==> src/rtl/morph_debug_sequencer_if.sv <==
// rtl/morph_debug_sequencer_if.sv - program, run-control, processor and byte-stream signals of the debug sequencer
interface morph_debug_sequencer_if #(
  parameter int ImageWidth   = 8,
  parameter int ImageHeight  = 4,
  parameter int ProgramDepth = 4
);
  localparam int AW = $clog2(ProgramDepth);
  localparam int N  = ImageWidth * ImageHeight;

  logic          prog_we;
  logic [AW-1:0] prog_addr;
  logic [15:0]   prog_data;
  logic          start;
  logic [AW:0]   op_count;
  logic          proc_ce;
  logic [15:0]   proc_opcode;
  logic          proc_done;
  logic [N-1:0]  proc_image;
  logic [7:0]    tx_data;
  logic          tx_valid;
  logic          tx_ready;
  logic          busy;
  logic          done;

  // master is the sequencer itself; slave is the host/processor/sink side
  modport master (
    input  prog_we, prog_addr, prog_data, start, op_count, proc_done, proc_image, tx_ready,
    output proc_ce, proc_opcode, tx_data, tx_valid, busy, done
  );

  modport slave (
    output prog_we, prog_addr, prog_data, start, op_count, proc_done, proc_image, tx_ready,
    input  proc_ce, proc_opcode, tx_data, tx_valid, busy, done
  );
endinterface

==> src/rtl/morph_debug_sequencer.sv <==
// rtl/morph_debug_sequencer.sv - runs a stored opcode program on the morphology processor and streams the result image out bytewise
// Optional two-byte run header (0xA5, op count) is enabled by defining MORPH_DEBUG_HEADER_EN.
module morph_debug_sequencer #(
  parameter int ImageWidth   = 8,
  parameter int ImageHeight  = 4,
  parameter int ProgramDepth = 4
) (
  input  logic                    clk,
  input  logic                    rst,
  morph_debug_sequencer_if.master bus
);
  localparam int AW     = $clog2(ProgramDepth);
  localparam int CW     = AW + 1;
  localparam int N      = ImageWidth * ImageHeight;
  localparam int NBYTES = N / 8;
  localparam int BW     = $clog2(NBYTES + 1);

  typedef enum logic [2:0] {
    S_IDLE  = 3'd0,
    S_ISSUE = 3'd1,
    S_WAIT  = 3'd2,
`ifdef MORPH_DEBUG_HEADER_EN
    S_HDR   = 3'd3,
`endif
    S_SEND  = 3'd4,
    S_FIN   = 3'd5
  } state_t;

  state_t        r_state;
  state_t        w_next_state;
  logic [15:0]   r_prog [ProgramDepth];
  logic [AW-1:0] r_idx;
  logic [CW-1:0] r_count;
  logic [CW-1:0] r_op_count;
  logic [N-1:0]  r_shift;
  logic [BW-1:0] r_byte_cnt;
  logic          r_start;
  logic          r_done_q;
`ifdef MORPH_DEBUG_HEADER_EN
  logic          r_hdr_sel;
`endif

  logic          w_start_acc;
  logic          w_last;
  logic          w_xfer;
  logic [CW-1:0] w_clamped;
  logic          w_proc_ce;
  logic [15:0]   w_proc_opcode;
  logic [7:0]    w_tx_data;
  logic          w_tx_valid;
  logic          w_done;

  // start and proc_done pass through one input register, giving the two-cycle step latency
  assign w_start_acc = bus.start && (r_state == S_IDLE) && !r_start;
  assign w_clamped   = (r_op_count > CW'(ProgramDepth)) ? CW'(ProgramDepth) : r_op_count;
  assign w_last      = ({1'b0, r_idx} == (r_count - 1'b1));
  assign w_xfer      = w_tx_valid && bus.tx_ready;

  always_ff @(posedge clk) begin
    if (!rst) begin
      r_state    <= S_IDLE;
      r_idx      <= '0;
      r_count    <= '0;
      r_op_count <= '0;
      r_shift    <= '0;
      r_byte_cnt <= '0;
      r_start    <= 1'b0;
      r_done_q   <= 1'b0;
`ifdef MORPH_DEBUG_HEADER_EN
      r_hdr_sel  <= 1'b0;
`endif
      for (int k = 0; k < ProgramDepth; k++) begin
        r_prog[k] <= '0;
      end
    end else begin
      r_state  <= w_next_state;
      r_start  <= w_start_acc;
      r_done_q <= bus.proc_done && (r_state == S_WAIT) && !r_done_q;
      if (w_start_acc) begin
        r_op_count <= bus.op_count;
      end
      if ((r_state == S_IDLE) && bus.prog_we) begin
        r_prog[bus.prog_addr] <= bus.prog_data;
      end
      case (r_state)
        S_IDLE: begin
          if (r_start) begin
            r_idx      <= '0;
            r_count    <= w_clamped;
            r_byte_cnt <= '0;
`ifdef MORPH_DEBUG_HEADER_EN
            r_hdr_sel  <= 1'b0;
`endif
          end
        end
        S_WAIT: begin
          // image is taken on the processor's own done cycle, not the delayed copy
          if (bus.proc_done && !r_done_q && w_last) begin
            r_shift <= bus.proc_image;
          end
          if (r_done_q && !w_last) begin
            r_idx <= r_idx + 1'b1;
          end
        end
`ifdef MORPH_DEBUG_HEADER_EN
        S_HDR: begin
          if (w_xfer) begin
            r_hdr_sel <= 1'b1;
          end
        end
`endif
        S_SEND: begin
          if (w_xfer) begin
            r_shift    <= r_shift << 8;
            r_byte_cnt <= r_byte_cnt + 1'b1;
          end
        end
        default: ;
      endcase
    end
  end

  always_comb begin
    w_next_state = r_state;
    case (r_state)
      S_IDLE: begin
        if (r_start) begin
`ifdef MORPH_DEBUG_HEADER_EN
          w_next_state = (w_clamped == '0) ? S_HDR : S_ISSUE;
`else
          w_next_state = (w_clamped == '0) ? S_FIN : S_ISSUE;
`endif
        end
      end
      S_ISSUE: w_next_state = S_WAIT;
      S_WAIT: begin
        if (r_done_q) begin
`ifdef MORPH_DEBUG_HEADER_EN
          w_next_state = w_last ? S_HDR : S_ISSUE;
`else
          w_next_state = w_last ? S_SEND : S_ISSUE;
`endif
        end
      end
`ifdef MORPH_DEBUG_HEADER_EN
      S_HDR: begin
        if (w_xfer && r_hdr_sel) begin
          w_next_state = (r_count == '0) ? S_FIN : S_SEND;
        end
      end
`endif
      S_SEND: begin
        if (w_xfer && (r_byte_cnt == BW'(NBYTES - 1))) begin
          w_next_state = S_FIN;
        end
      end
      S_FIN:   w_next_state = S_IDLE;
      default: w_next_state = S_IDLE;
    endcase
  end

  always_comb begin
    w_proc_ce     = 1'b0;
    w_proc_opcode = '0;
    w_tx_data     = '0;
    w_tx_valid    = 1'b0;
    w_done        = 1'b0;
    case (r_state)
      S_ISSUE: begin
        w_proc_ce     = 1'b1;
        w_proc_opcode = r_prog[r_idx];
      end
      S_WAIT: w_proc_opcode = r_prog[r_idx];
`ifdef MORPH_DEBUG_HEADER_EN
      S_HDR: begin
        w_tx_valid = 1'b1;
        w_tx_data  = r_hdr_sel ? 8'(r_count) : 8'hA5;
      end
`endif
      S_SEND: begin
        w_tx_valid = 1'b1;
        w_tx_data  = r_shift[N-1 -: 8];
      end
      S_FIN:   w_done = 1'b1;
      default: ;
    endcase
  end

  assign bus.proc_ce     = w_proc_ce;
  assign bus.proc_opcode = w_proc_opcode;
  assign bus.tx_data     = w_tx_data;
  assign bus.tx_valid    = w_tx_valid;
  assign bus.done        = w_done;
  assign bus.busy        = (r_state != S_IDLE);
endmodule

==> src/flat_wrapper.sv <==
// flat-port wrapper written by rule: the top's interface ports become plain ports
module morph_debug_sequencer_flat 
#(
  parameter int ImageWidth   = 8,
  parameter int ImageHeight  = 4,
  parameter int ProgramDepth = 4
)
  (clk, rst, bus_prog_we, bus_prog_addr, bus_prog_data, bus_start, bus_op_count, bus_proc_done, bus_proc_image, bus_tx_ready, bus_proc_ce, bus_proc_opcode, bus_tx_data, bus_tx_valid, bus_busy, bus_done);
  morph_debug_sequencer_if #(.ImageWidth(ImageWidth), .ImageHeight(ImageHeight), .ProgramDepth(ProgramDepth)) bus_i ();
  input  logic clk;
  input  logic rst;
  input wire logic [$bits(bus_i.prog_we)-1:0] bus_prog_we;
  input wire logic [$bits(bus_i.prog_addr)-1:0] bus_prog_addr;
  input wire logic [$bits(bus_i.prog_data)-1:0] bus_prog_data;
  input wire logic [$bits(bus_i.start)-1:0] bus_start;
  input wire logic [$bits(bus_i.op_count)-1:0] bus_op_count;
  input wire logic [$bits(bus_i.proc_done)-1:0] bus_proc_done;
  input wire logic [$bits(bus_i.proc_image)-1:0] bus_proc_image;
  input wire logic [$bits(bus_i.tx_ready)-1:0] bus_tx_ready;
  output wire logic [$bits(bus_i.proc_ce)-1:0] bus_proc_ce;
  output wire logic [$bits(bus_i.proc_opcode)-1:0] bus_proc_opcode;
  output wire logic [$bits(bus_i.tx_data)-1:0] bus_tx_data;
  output wire logic [$bits(bus_i.tx_valid)-1:0] bus_tx_valid;
  output wire logic [$bits(bus_i.busy)-1:0] bus_busy;
  output wire logic [$bits(bus_i.done)-1:0] bus_done;
  assign bus_i.prog_we = bus_prog_we;
  assign bus_i.prog_addr = bus_prog_addr;
  assign bus_i.prog_data = bus_prog_data;
  assign bus_i.start = bus_start;
  assign bus_i.op_count = bus_op_count;
  assign bus_i.proc_done = bus_proc_done;
  assign bus_i.proc_image = bus_proc_image;
  assign bus_i.tx_ready = bus_tx_ready;
  assign bus_proc_ce = bus_i.proc_ce;
  assign bus_proc_opcode = bus_i.proc_opcode;
  assign bus_tx_data = bus_i.tx_data;
  assign bus_tx_valid = bus_i.tx_valid;
  assign bus_busy = bus_i.busy;
  assign bus_done = bus_i.done;
  morph_debug_sequencer #(.ImageWidth(ImageWidth), .ImageHeight(ImageHeight), .ProgramDepth(ProgramDepth)) u_core (.clk(clk), .rst(rst), .bus(bus_i));
endmodule
==> config.mk <==
export PLATFORM = sky130hd
export DESIGN_NAME = morph_debug_sequencer_flat
export DESIGN_NICKNAME = d
export VERILOG_FILES = /design/src/rtl/morph_debug_sequencer_if.sv /design/src/rtl/morph_debug_sequencer.sv /design/src/flat_wrapper.sv
export SDC_FILE = /design/constraint.sdc
export NUM_CORES = 1
export LEC_CHECK = 0
export CORE_ASPECT_RATIO = 1.1
export CORE_UTILIZATION = 58
export CTS_CLUSTER_SIZE = 8
export DETAILED_ROUTE_END_ITERATION = 10
export GPL_TIMING_DRIVEN = 0
export MAX_ROUTING_LAYER = met4
export PLACE_DENSITY = 0.86
export SYNTH_ARGS = -nofsm -noshare
export SYNTH_HDL_FRONTEND = slang
export SYNTH_SLANG_ARGS = --single-unit
==> constraint.sdc <==
create_clock -name clk -period 6.15 [get_ports clk]
set_input_delay 0.615 -clock clk [delete_from_list [all_inputs] [get_ports clk]]
set_output_delay 0.615 -clock clk [all_outputs]
set_load 0.02 [all_outputs]
# Word level (Yosys, flattened, before mapping)
# Memories as Yosys holds them, arrays and structs flattened. A register that Yosys moved wholly into a read port is not among the register bits.
# Cells that the tools add are included.
[totals] rom_bits=0 latch_bits=0 out_inout_bits=28 reg_bits=48 memories=1 ramBits=64
[classes] bitwise=0 addsub=3 n_mul=0 n_shift=0 n_mux=30 eq_ne=12 n_div=0 reduce_logical=26 magnitude_cmp=1
[mem_list] name="u_core.r_prog" words=4 word_bits=16 read_ports=1 rd_clocked_by_memory_dff=1 wr=4 line="morph_debug_sequencer.sv:31" source="logic [15:0] r_prog [ProgramDepth];"
[op_table] operator="32-bit 2-to-1 mux" n=2
[op_table] operator="32-bit one-hot mux with 2 select lines" n=1
[op_table] operator="16-bit 2-to-1 mux" n=2
[op_table] operator="3-bit 2-to-1 mux" n=8
[op_table] operator="16-bit OR reduction" n=1
[op_table] operator="3-bit one-hot mux with 4 select lines" n=1
[op_table] operator="3-bit AND reduction" n=4
[op_table] operator="1-bit logical AND" n=10
[op_table] operator="2-bit 2-to-1 mux" n=5
[op_table] operator="1-bit 2-to-1 mux" n=8
[op_table] operator="8-bit 2-to-1 mux" n=1
[op_table] operator="2-bit by 1-bit inequality test with 1-bit output, second input constant" n=4
[op_table] operator="3-bit by 2-bit equality test with 1-bit output, second input constant" n=2
[op_table] operator="3-bit equality test, second input constant" n=2
[op_table] operator="3-bit zero test" n=2
[op_table] operator="3-bit one-hot mux with 2 select lines" n=1
[op_table] operator="2-bit nonzero test" n=3
[op_table] operator="2-bit inequality test, second input constant" n=2
[op_table] operator="2-bit one-hot mux with 2 select lines" n=1
[op_table] operator="3-bit by 1-bit adder with 3-bit output, second input constant" n=1
[op_table] operator="2-bit by 3-bit equality test with 1-bit output" n=1
[op_table] operator="3-bit by 1-bit equality test with 1-bit output, second input constant" n=1
[op_table] operator="3-bit > comparator, second input constant" n=1
[op_table] operator="1-bit zero test" n=3
[op_table] operator="other kinds (5)" n=5

# Depth between registers and ports, before layout
[depth] depth_word=8 depth_mapped=8 mapped_depth_nobuf=6

# Worst setup path before layout
# OpenSTA, ideal clock, no wires.
[synth_timing] kind="register to register" startpoint="register u_core.r_state[1]" endpoint="memory u_core.r_prog[2][0] (enable)" setup_ns=0.411 slack_ns=3.491 stages_incl_launch_ff=6 arrival_ns=2.247 required_time_ns=5.739 path_buffers=2 cell_sequence="dfxtp_1 > buf_2 > clkbuf_1 > nor3_1 > nand3_1 > o21ai_0"
[synth_rtl] item="start: declaration" line="morph_debug_sequencer.sv:29" source="state_t r_state;"
[synth_rtl] item="start signal: assignment" line="morph_debug_sequencer.sv:76" source="r_state <= w_next_state;"
[synth_rtl] item="end: declaration" line="morph_debug_sequencer.sv:31"

# Worst setup path in the final report
[layout_timing] startpoint="register u_core.r_state[2]" endpoint="output bus_tx_data[6]"
[layout_between] elab_chain_len=2
[layout_lines] item="3-bit equality test" line="morph_debug_sequencer.sv:168" source="case (r_state)"
[layout_lines] item="8-bit 2-to-1 mux" line="morph_debug_sequencer.sv:168"
[layout_lines] item="end: declaration" line="flat_wrapper.sv:22" source="output wire logic [$bits(bus_i.tx_data)-1:0] bus_tx_data;"
# No other way between the ends.

==> impl_metrics.tcl <==
set metrics [dict create \
    status "finished, final reports clean" \
    hold_buffers 0 \
    ys_top_cells_by_area "edfxtp_1 36%, dfxtp_1 19%, and2_1 8.5%" \
    cap_violations 0 \
    critPathTopFamily "buffers and inverters" \
    cts_setup_buffers 0 \
    yosysSeqAreaShare 0.5463 \
    ctsResizeCount 0 \
    synthCells 448 \
    synthTopCellsByCount "73 x and2_1, 64 x edfxtp_1, 54 x nand2_1, 50 x dfxtp_1, 27 x mux2i_1" \
    reg2reg_from "u_core.r_state[1]" \
    rsz0062_at_grt "false" \
    max_slew_margin 0.2726 \
    setup_violations 0 \
    synth_top_family_by_area "simple AND/OR/NAND/NOR gates" \
    synth.most_common_cell "and2_1" \
    multi_input_comb_area_um2 2241 \
    post_route_cells_drive_above_1_share 0.1398 \
    fin_area_um2 6892 \
    fmax_mhz 260.8 \
    tightestPinTransition_ns 1.083 \
    viasPerCell 5.630 \
    routed_wl_um 12090 \
    cp_max_fo 10 \
    synthFlopType "edfxtp_1" \
    critical_path_buf_inv_count 4 \
    cts.sinks 114 \
    hold_viol 0 \
    place.gp.congestion 0.9027 \
    p_leak_uw 0.002780 \
    cts_tree "yes" \
    reg2reg_depth 5 \
    timing.setup.tns_ns 0 \
    startpoint "u_core.r_state[2]" \
    period_minus_slack_ns 3.834 \
    place_area_um2 6351 \
    synth-async-reset-ratio 0 \
    synth.cell_area_um2 5350 \
    drc 0 \
    die_h_um 102.7 \
    grt_antenna_before_repair 0 \
    critical_path_arrival_ns 3.22 \
    synth.distinct_cells 43 \
    powerDensity_nw_per_um2 347.2 \
    first_pass_iters 5 \
    io-pin-count 87 \
    rows 36 \
    synthesis.nets 510 \
    synth-seq-cells 114 \
    die_area_um2 9613 \
    regArea_um2 2923 \
    slew_viol_final 0 \
    start_util 0.5999 \
    synth-edff-count 64 \
    ys_warn_count 0 \
    r2r-end "u_core.r_prog[3][7]" \
    grt_pass1_wl_um 18920 \
    htree_levels 4 \
    r2r_slack_ns 3.43 \
    skew_ns 0.008346 \
    stdcell_count 679 \
    dp_cells 647 \
    cts_buffers 17 \
    vias 3823 \
    area_delta_synth_final_pct 28.81 \
    root_buffer "clkbuf_8" \
    synth_fa_ha_area_frac 0.007016 \
    path_depth 6 \
    drt_iter0_drc 258 \
    end_kind "output port" \
    grt_pass1_vias 3928 \
    layout.nets 614 \
    holdWs_ns 0.4590 \
    coreArea_um2 8919 \
    min_path_type "reg2reg" \
    startpoint_type "flip-flop" \
    fin_crit_sh 0.6234 \
    clk_pin_slew_worst_paths_ns 0.06 \
    crit_path_top_delay_cell "clkdlybuf4s50_1" \
    synth_xor_xnor_area_share 0.006548 \
    antennaDiodeCount 0 \
    synth_area_leader_cell "edfxtp_1" \
    vdd_drop_max_mv 0.2107 \
    die_w_um 93.58 \
    crit_path_frequent_cell "buf_2" \
    drtAntennaViolNets 0 \
    synth_simple_gate_area_share 0.1920 \
    portBuffers 85 \
    critPathRequiredTime_ns 5.53 \
    overflow 0 \
    grt_max_degree 17 \
    fill_cells 543 \
    slowest_delay_ns 0.60 \
    synth_compound_area_frac 0.04139 \
    synth_top_cell_area_share 0.3592 \
    path_cells "buf_2 -> nor3b_2 -> buf_2 -> clkbuf_1 -> and2_1 -> clkdlybuf4s50_1" \
    crit_path_end "bus_tx_data[6]" \
    clock_latency_ns 0.52 \
    cts_max_path_buffers 2 \
    synthMuxAreaShare 0.1705 \
    worstSetupPathType "reg2out" \
    synth.avg_cell_area_um2 11.94 \
    wire_per_inst_um 17.81 \
    dp_hpwl_um 8188 \
    track_usage 0.2774 \
]
## cell type report
cell class,instances,area share
Buffer,32,0.02378
Clock buffer,25,0.06590
Clock inverter,7,0.01253
Inverter,8,0.004357
Multi-Input combinational cell,294,0.3252
Sequential cell,114,0.4241
Tap cell,114,0.02070
Timing Repair Buffer,85,0.1235
## stage by stage
| step | worst slack [ns] | power (uW) | util |
|---|---|---|---|
| final | 2.316 | 2392 | 0.7727 |
| after global routing | 2.127 | 2477 | 0.7727 |
| after CTS | 2.325 | 2395 | 0.7727 |
| after detailed placement | 2.874 | 1497 | 0.7121 |
| after global placement | 2.422 | 1476 | 0.7113 |
| after floorplan | 3.491 | 1292 | - |
## registers in the layout, indices dropped and copies added (netlist names), named ones only
signal / flops
u_core.r_byte_cnt: 3
u_core.r_count: 3
u_core.r_done_q: 1
u_core.r_idx: 2
u_core.r_op_count: 3
u_core.r_prog: 64
u_core.r_shift: 32
u_core.r_start: 1
u_core.r_state: 3
## per-layer routing
layer / track usage / vias up / routed length [um]
met5: - / - / 0
met4: 0.1231 / 0 / 230
met3: 0.06785 / 23 / 690
met2: 0.4615 / 140 / 6327
met1: 0.3208 / 1849 / 4841
li1: - / 1811 / -
## where the power goes
group	switching [uW]	internal, uW
clock	321	583
combinational	307	265
sequential	29.1	887
## worst min-delay path by stage
stage | endpoint | start | slack [ns] | depth (start not counted)
detailed placement | u_core.r_count[1] | u_core.r_count[1] | 0.45 | 2
floorplan | u_core.r_count[1] | u_core.r_count[1] | 0.43 | 2
global route | u_core.r_count[1] | u_core.r_count[1] | 0.47 | 2
finish | u_core.r_shift[21] | u_core.r_shift[21] | 0.46 | 2
global placement | u_core.r_count[1] | u_core.r_count[1] | 0.44 | 2
CTS | u_core.r_count[1] | u_core.r_count[1] | 0.46 | 2
## worst reg2reg max path, delay by kind of cell (launching register included)
kind            cells  cell delay, ns
simple gates        2            0.83
buf+inv             2            0.40
flops               1            0.29
compound gates      1            0.81
## placed cells by master, fill, tap and decap left out, drive strengths merged, types with 2 or more instances in the layout
master and instances:
a311o 2, and3 19, o21a 2, nand3 6
mux2i 27, nor4b 2, nand2b 3, mux2 25
or3b 2, bufinv 2, mux4 16, and2 73
buf 14, nand2 54, edfxtp 64, or3 2
a32o 8, clkinv 4, o21ai 3, clkbuf 43
dfxtp 50, nor3 4, xor2 3, nand3b 2
ha 3, clkdlybuf4s50 85, nor2 17, nor3b 2
inv 8, a21oi 7
## logic make-up (layout without fill, tap and decap cells)
family                     after synthesis  count (layout)
and+or+nand+nor                        190             190
DFF                                    114             114
muxes                                   68              68
buffers and inverters                   40             157
AOI/OAI and AO/OA                       29              29
xor gates and xnor gates                 4               4
adders and majority gates                3               3
No activity file was read; power rests on OpenSTA's default activity.
==> edit 1: new RTL, same settings <==
Make the reset (`rst`) asynchronous in one clocked block.
--- a/src/rtl/morph_debug_sequencer.sv
+++ b/src/rtl/morph_debug_sequencer.sv
@@ -57,5 +57,5 @@
   assign w_xfer      = w_tx_valid && bus.tx_ready;
 
-  always_ff @(posedge clk) begin
+  always_ff @(posedge clk or negedge rst) begin
     if (!rst) begin
       r_state    <= S_IDLE;
Function: differs if rst is asserted again (counterexample within 4 cycles, from zero or initial values and one cycle with rst low); with rst held inactive, the same outputs for 4 cycles.
==> edit 1 against the unedited design <==
Utilization shrank 4.1 points; synthesized area down 1.7%; count of clock-buffer cells in the layout down 16; final cell count fell by 4.1%; die area shrank 1.7%; design area decreased by 6.3%; non-clock buffer count fell by 1; sequential cell count fell by 2; worst setup slack gained 340 ps; first-iteration DRC count down 36%; routed wire length is 6.8% lower; critical endpoint is now bus_tx_data[7]; largest cell class unchanged; highest routed layer unchanged.
Power is not compared: it rests on default switching activity, and its combinational part moved more than twofold at a synthesized area within 25%.
==> edit 1: results <==
group,metric,value,unit
final_layout,num-multi-input-gates,287,
detailed_routing,wirelength,11.3,mm
status,status,"finished clean",
clock_tree,clk_transition_reported_paths,100,ps
synth,netlist-cell-type-count,42,
final_layout,nClkBuffers,9,
detailed_routing,detail_route.first_pass.iterations,4,
global_route,grt_first_pass_wirelength,18.4,mm
global_route,global_route.usage.total,0.260,
hold_path,hold_path_class,"in -> async",
placed_design,place.gp.congestion,0.889,
final_layout,area.sequential,2800,um^2
final_layout,inv_count,6,
synth,synth_xor_xnor_area_share,0.00666,
detailed_routing,route.detailed.vias_per_inst,5.90,
global_route,number_of_global_route_vias_before_repair,3819,
final_layout,final-clk-cell-share,0.0265,
worst_setup_path,crit-reg2reg-launch,"u_core.r_state[0]$_DFFE_PN0P_",
synth,synth_seq_area_share,0.533,
synth,synthesis.nets,496,
clock_tree,htree_num_levels,3,
final_layout,syn_to_final_growth,22.8,%
synth,postSynth.asyncResetShare,1.00,
synth,synth_adder_area_share,0.00714,
final_layout,numnets_final,594,
clock_tree,worst_skew_pair.late_latency,370,ps
final_layout,non_clock_buffer_area_share,0.159,
timing,fin_skew,15.7,ps
worst_setup_path,r2r_slack,3850,ps
worst_setup_path,crit-reg2reg-capture,"u_core.r_prog[59]$_DFFE_PN0P_",
detailed_routing,detail_route.iter0.violations,166,
final_layout,post_route_cells_drive_above_1_share,0.216,
global_route,largest_net_degree_at_the_start_of_global_routing,77,
worst_setup_path,worstSetupStartpoint,"u_core.r_state[1]$_DFFE_PN0P_",
## edit 1: cell types whose count changed in the layout (fill, tap and decap cells not counted), moves of 8 or more
| cell | change |
|---|---|
| clkbuf_16 | -16 |
| mux2i_1 | -26 |
| a32o_1 | -8 |
| and2_1 | -65 |
| dfxtp_1 | -50 |
| nor2b_1 | +16 |
| nor2_1 | -12 |
| mux2_2 | +41 |
| dfrtp_1 | +112 |
| a31oi_1 | +24 |
| and3_1 | -18 |
| nand3_1 | +8 |
| edfxtp_1 | -64 |
| a21oi_1 | +22 |
## edit 1: layer usage
layer	vias up	GRT usage	share of wire
li1	1770	-	-
met1	1930	0.327	0.41
met2	130	0.443	0.53
met3	13	0.0461	0.049
met4	0	0.0592	0.011
met5	-	-	0
## edit 1: through the flow
stage,cells,total power (uW),utilization,setup WS (ps),hold slack [ps]
detailed placement,635,2700,0.712,3070,475
global route,651,3270,0.732,2560,223
CTS,651,3090,0.732,2650,202
floorplan,434,2220,-,3760,319
global placement,634,2600,0.709,490,463
finish,651,3070,0.732,2660,203
==> edit 2: new RTL, same flow settings <==
Made on the original files. `ImageHeight` is set to 4 in 3 places; all go to 8.
--- a/src/rtl/morph_debug_sequencer_if.sv
+++ b/src/rtl/morph_debug_sequencer_if.sv
@@ -2,5 +2,5 @@
 interface morph_debug_sequencer_if #(
   parameter int ImageWidth   = 8,
-  parameter int ImageHeight  = 4,
+  parameter int ImageHeight  = 8,
   parameter int ProgramDepth = 4
 );
--- a/src/rtl/morph_debug_sequencer.sv
+++ b/src/rtl/morph_debug_sequencer.sv
@@ -3,5 +3,5 @@
 module morph_debug_sequencer #(
   parameter int ImageWidth   = 8,
-  parameter int ImageHeight  = 4,
+  parameter int ImageHeight  = 8,
   parameter int ProgramDepth = 4
 ) (
--- a/src/flat_wrapper.sv
+++ b/src/flat_wrapper.sv
@@ -3,5 +3,5 @@
 #(
   parameter int ImageWidth   = 8,
-  parameter int ImageHeight  = 4,
+  parameter int ImageHeight  = 8,
   parameter int ProgramDepth = 4
 )
Ports: changed (resized bus_proc_image); port bits go from 87 to 119. The function was not compared with the original's and may differ.
==> edit 2 against the unedited design <==
Via count is 38% higher; sequential power is 21% higher; critical endpoint is now bus_proc_opcode[3]; synthesized area is 28% higher; count of clock-buffer cells in the layout is 5 lower; sequential cell count is 33 higher; worst setup slack better by 320 ps; largest power group unchanged; routed wire length is 44% higher; total power is 1.5% higher; design area is 27% higher.
==> edit 2: results <==
group,metric,value,unit
status,status,"finished clean",
clock_tree,cts_root_buf,"clkbuf_16",
timing,fin_skew,5.02,ps
clock_tree,worst_skew_pair.late_latency,420,ps
timing,slew-limit-headroom,0.322,
synth,synth-main-ff-cell,"dfxtp_1",
worst_setup_path,crit-reg2reg-launch,"u_core.r_state[0]$_SDFFE_PN0P_",
power,p_leak,0.00306,uW
worst_setup_path,r2r_slack,3470,ps
placed_design,place_ws,2600,ps
hold_path,hold_path_startpoint,"u_core.r_count[1]$_SDFFE_PN0P_",
worst_setup_path,crit-reg2reg-capture,"u_core.r_prog[0][5]$_SDFFCE_PN0P_",
detailed_routing,detail_route.iter0.violations,397,
timing,finalHoldWorstSlack,459,ps
placed_design,detailedPlacementHpwl,12.1,mm
placed_design,place.gp.congestion,0.852,
global_route,globalRouteMet1Util,0.348,
detailed_routing,wl_met2,9.15,mm
hold_path,worst_hold_path_endpoint,"u_core.r_count[1]$_SDFFE_PN0P_",
worst_setup_path,crit_arrival,2900,ps
final_layout,post_route_cells_drive_above_1_share,0.119,
synth,synthesis.nets,665,
detailed_routing,wl_met1,6.69,mm
final_layout,filler_cell_count,725,
final_layout,largest_registers,"u_core.r_prog (64), u_core.r_shift (64), u_core.r_byte_cnt (4)",
global_route,grt_first_pass_wirelength,28.0,mm
global_route,global_route.usage.total,0.310,
synth,avgSynthCellArea,12.0,um^2
synth,netlist-cell-type-count,41,
detailed_routing,num_vias,5263,
==> edit 2: logic make-up (layout without fill, tap and decap cells) <==
| group | Yosys count | count (layout) | synth area share |
|---|---|---|---|
| buf+inv | 60 | 210 | 0.0423 |
| flops | 147 | 147 | 0.524 |
| simple gates | 141 | 141 | 0.127 |
| compound gates | 140 | 140 | 0.155 |
| xor+xnor | 5 | 5 | 0.00640 |
| fa+ha+maj | 2 | 2 | 0.00366 |
| mux | 77 | 77 | 0.142 |
| other cells | 0 | 1 | 0 |
==> edit 2: power by group <==
part | internal (uW) | switching [uW]
sequential | 1080 | 29.0
clock | 537 | 403
combinational | 179 | 198
==> edit 2: cell type report <==
type,instances,area [um^2],share of cell area
Clock buffer,20,458,0.0523
Buffer,54,267,0.0304
Inverter,6,22.5,0.00257
Tap cell,150,188,0.0214
Multi-Input combinational cell,365,2980,0.340
Clock inverter,12,81.3,0.00929
Antenna cell,1,2.50,0.000286
Sequential cell,147,3580,0.409
Timing Repair Buffer,118,1180,0.135
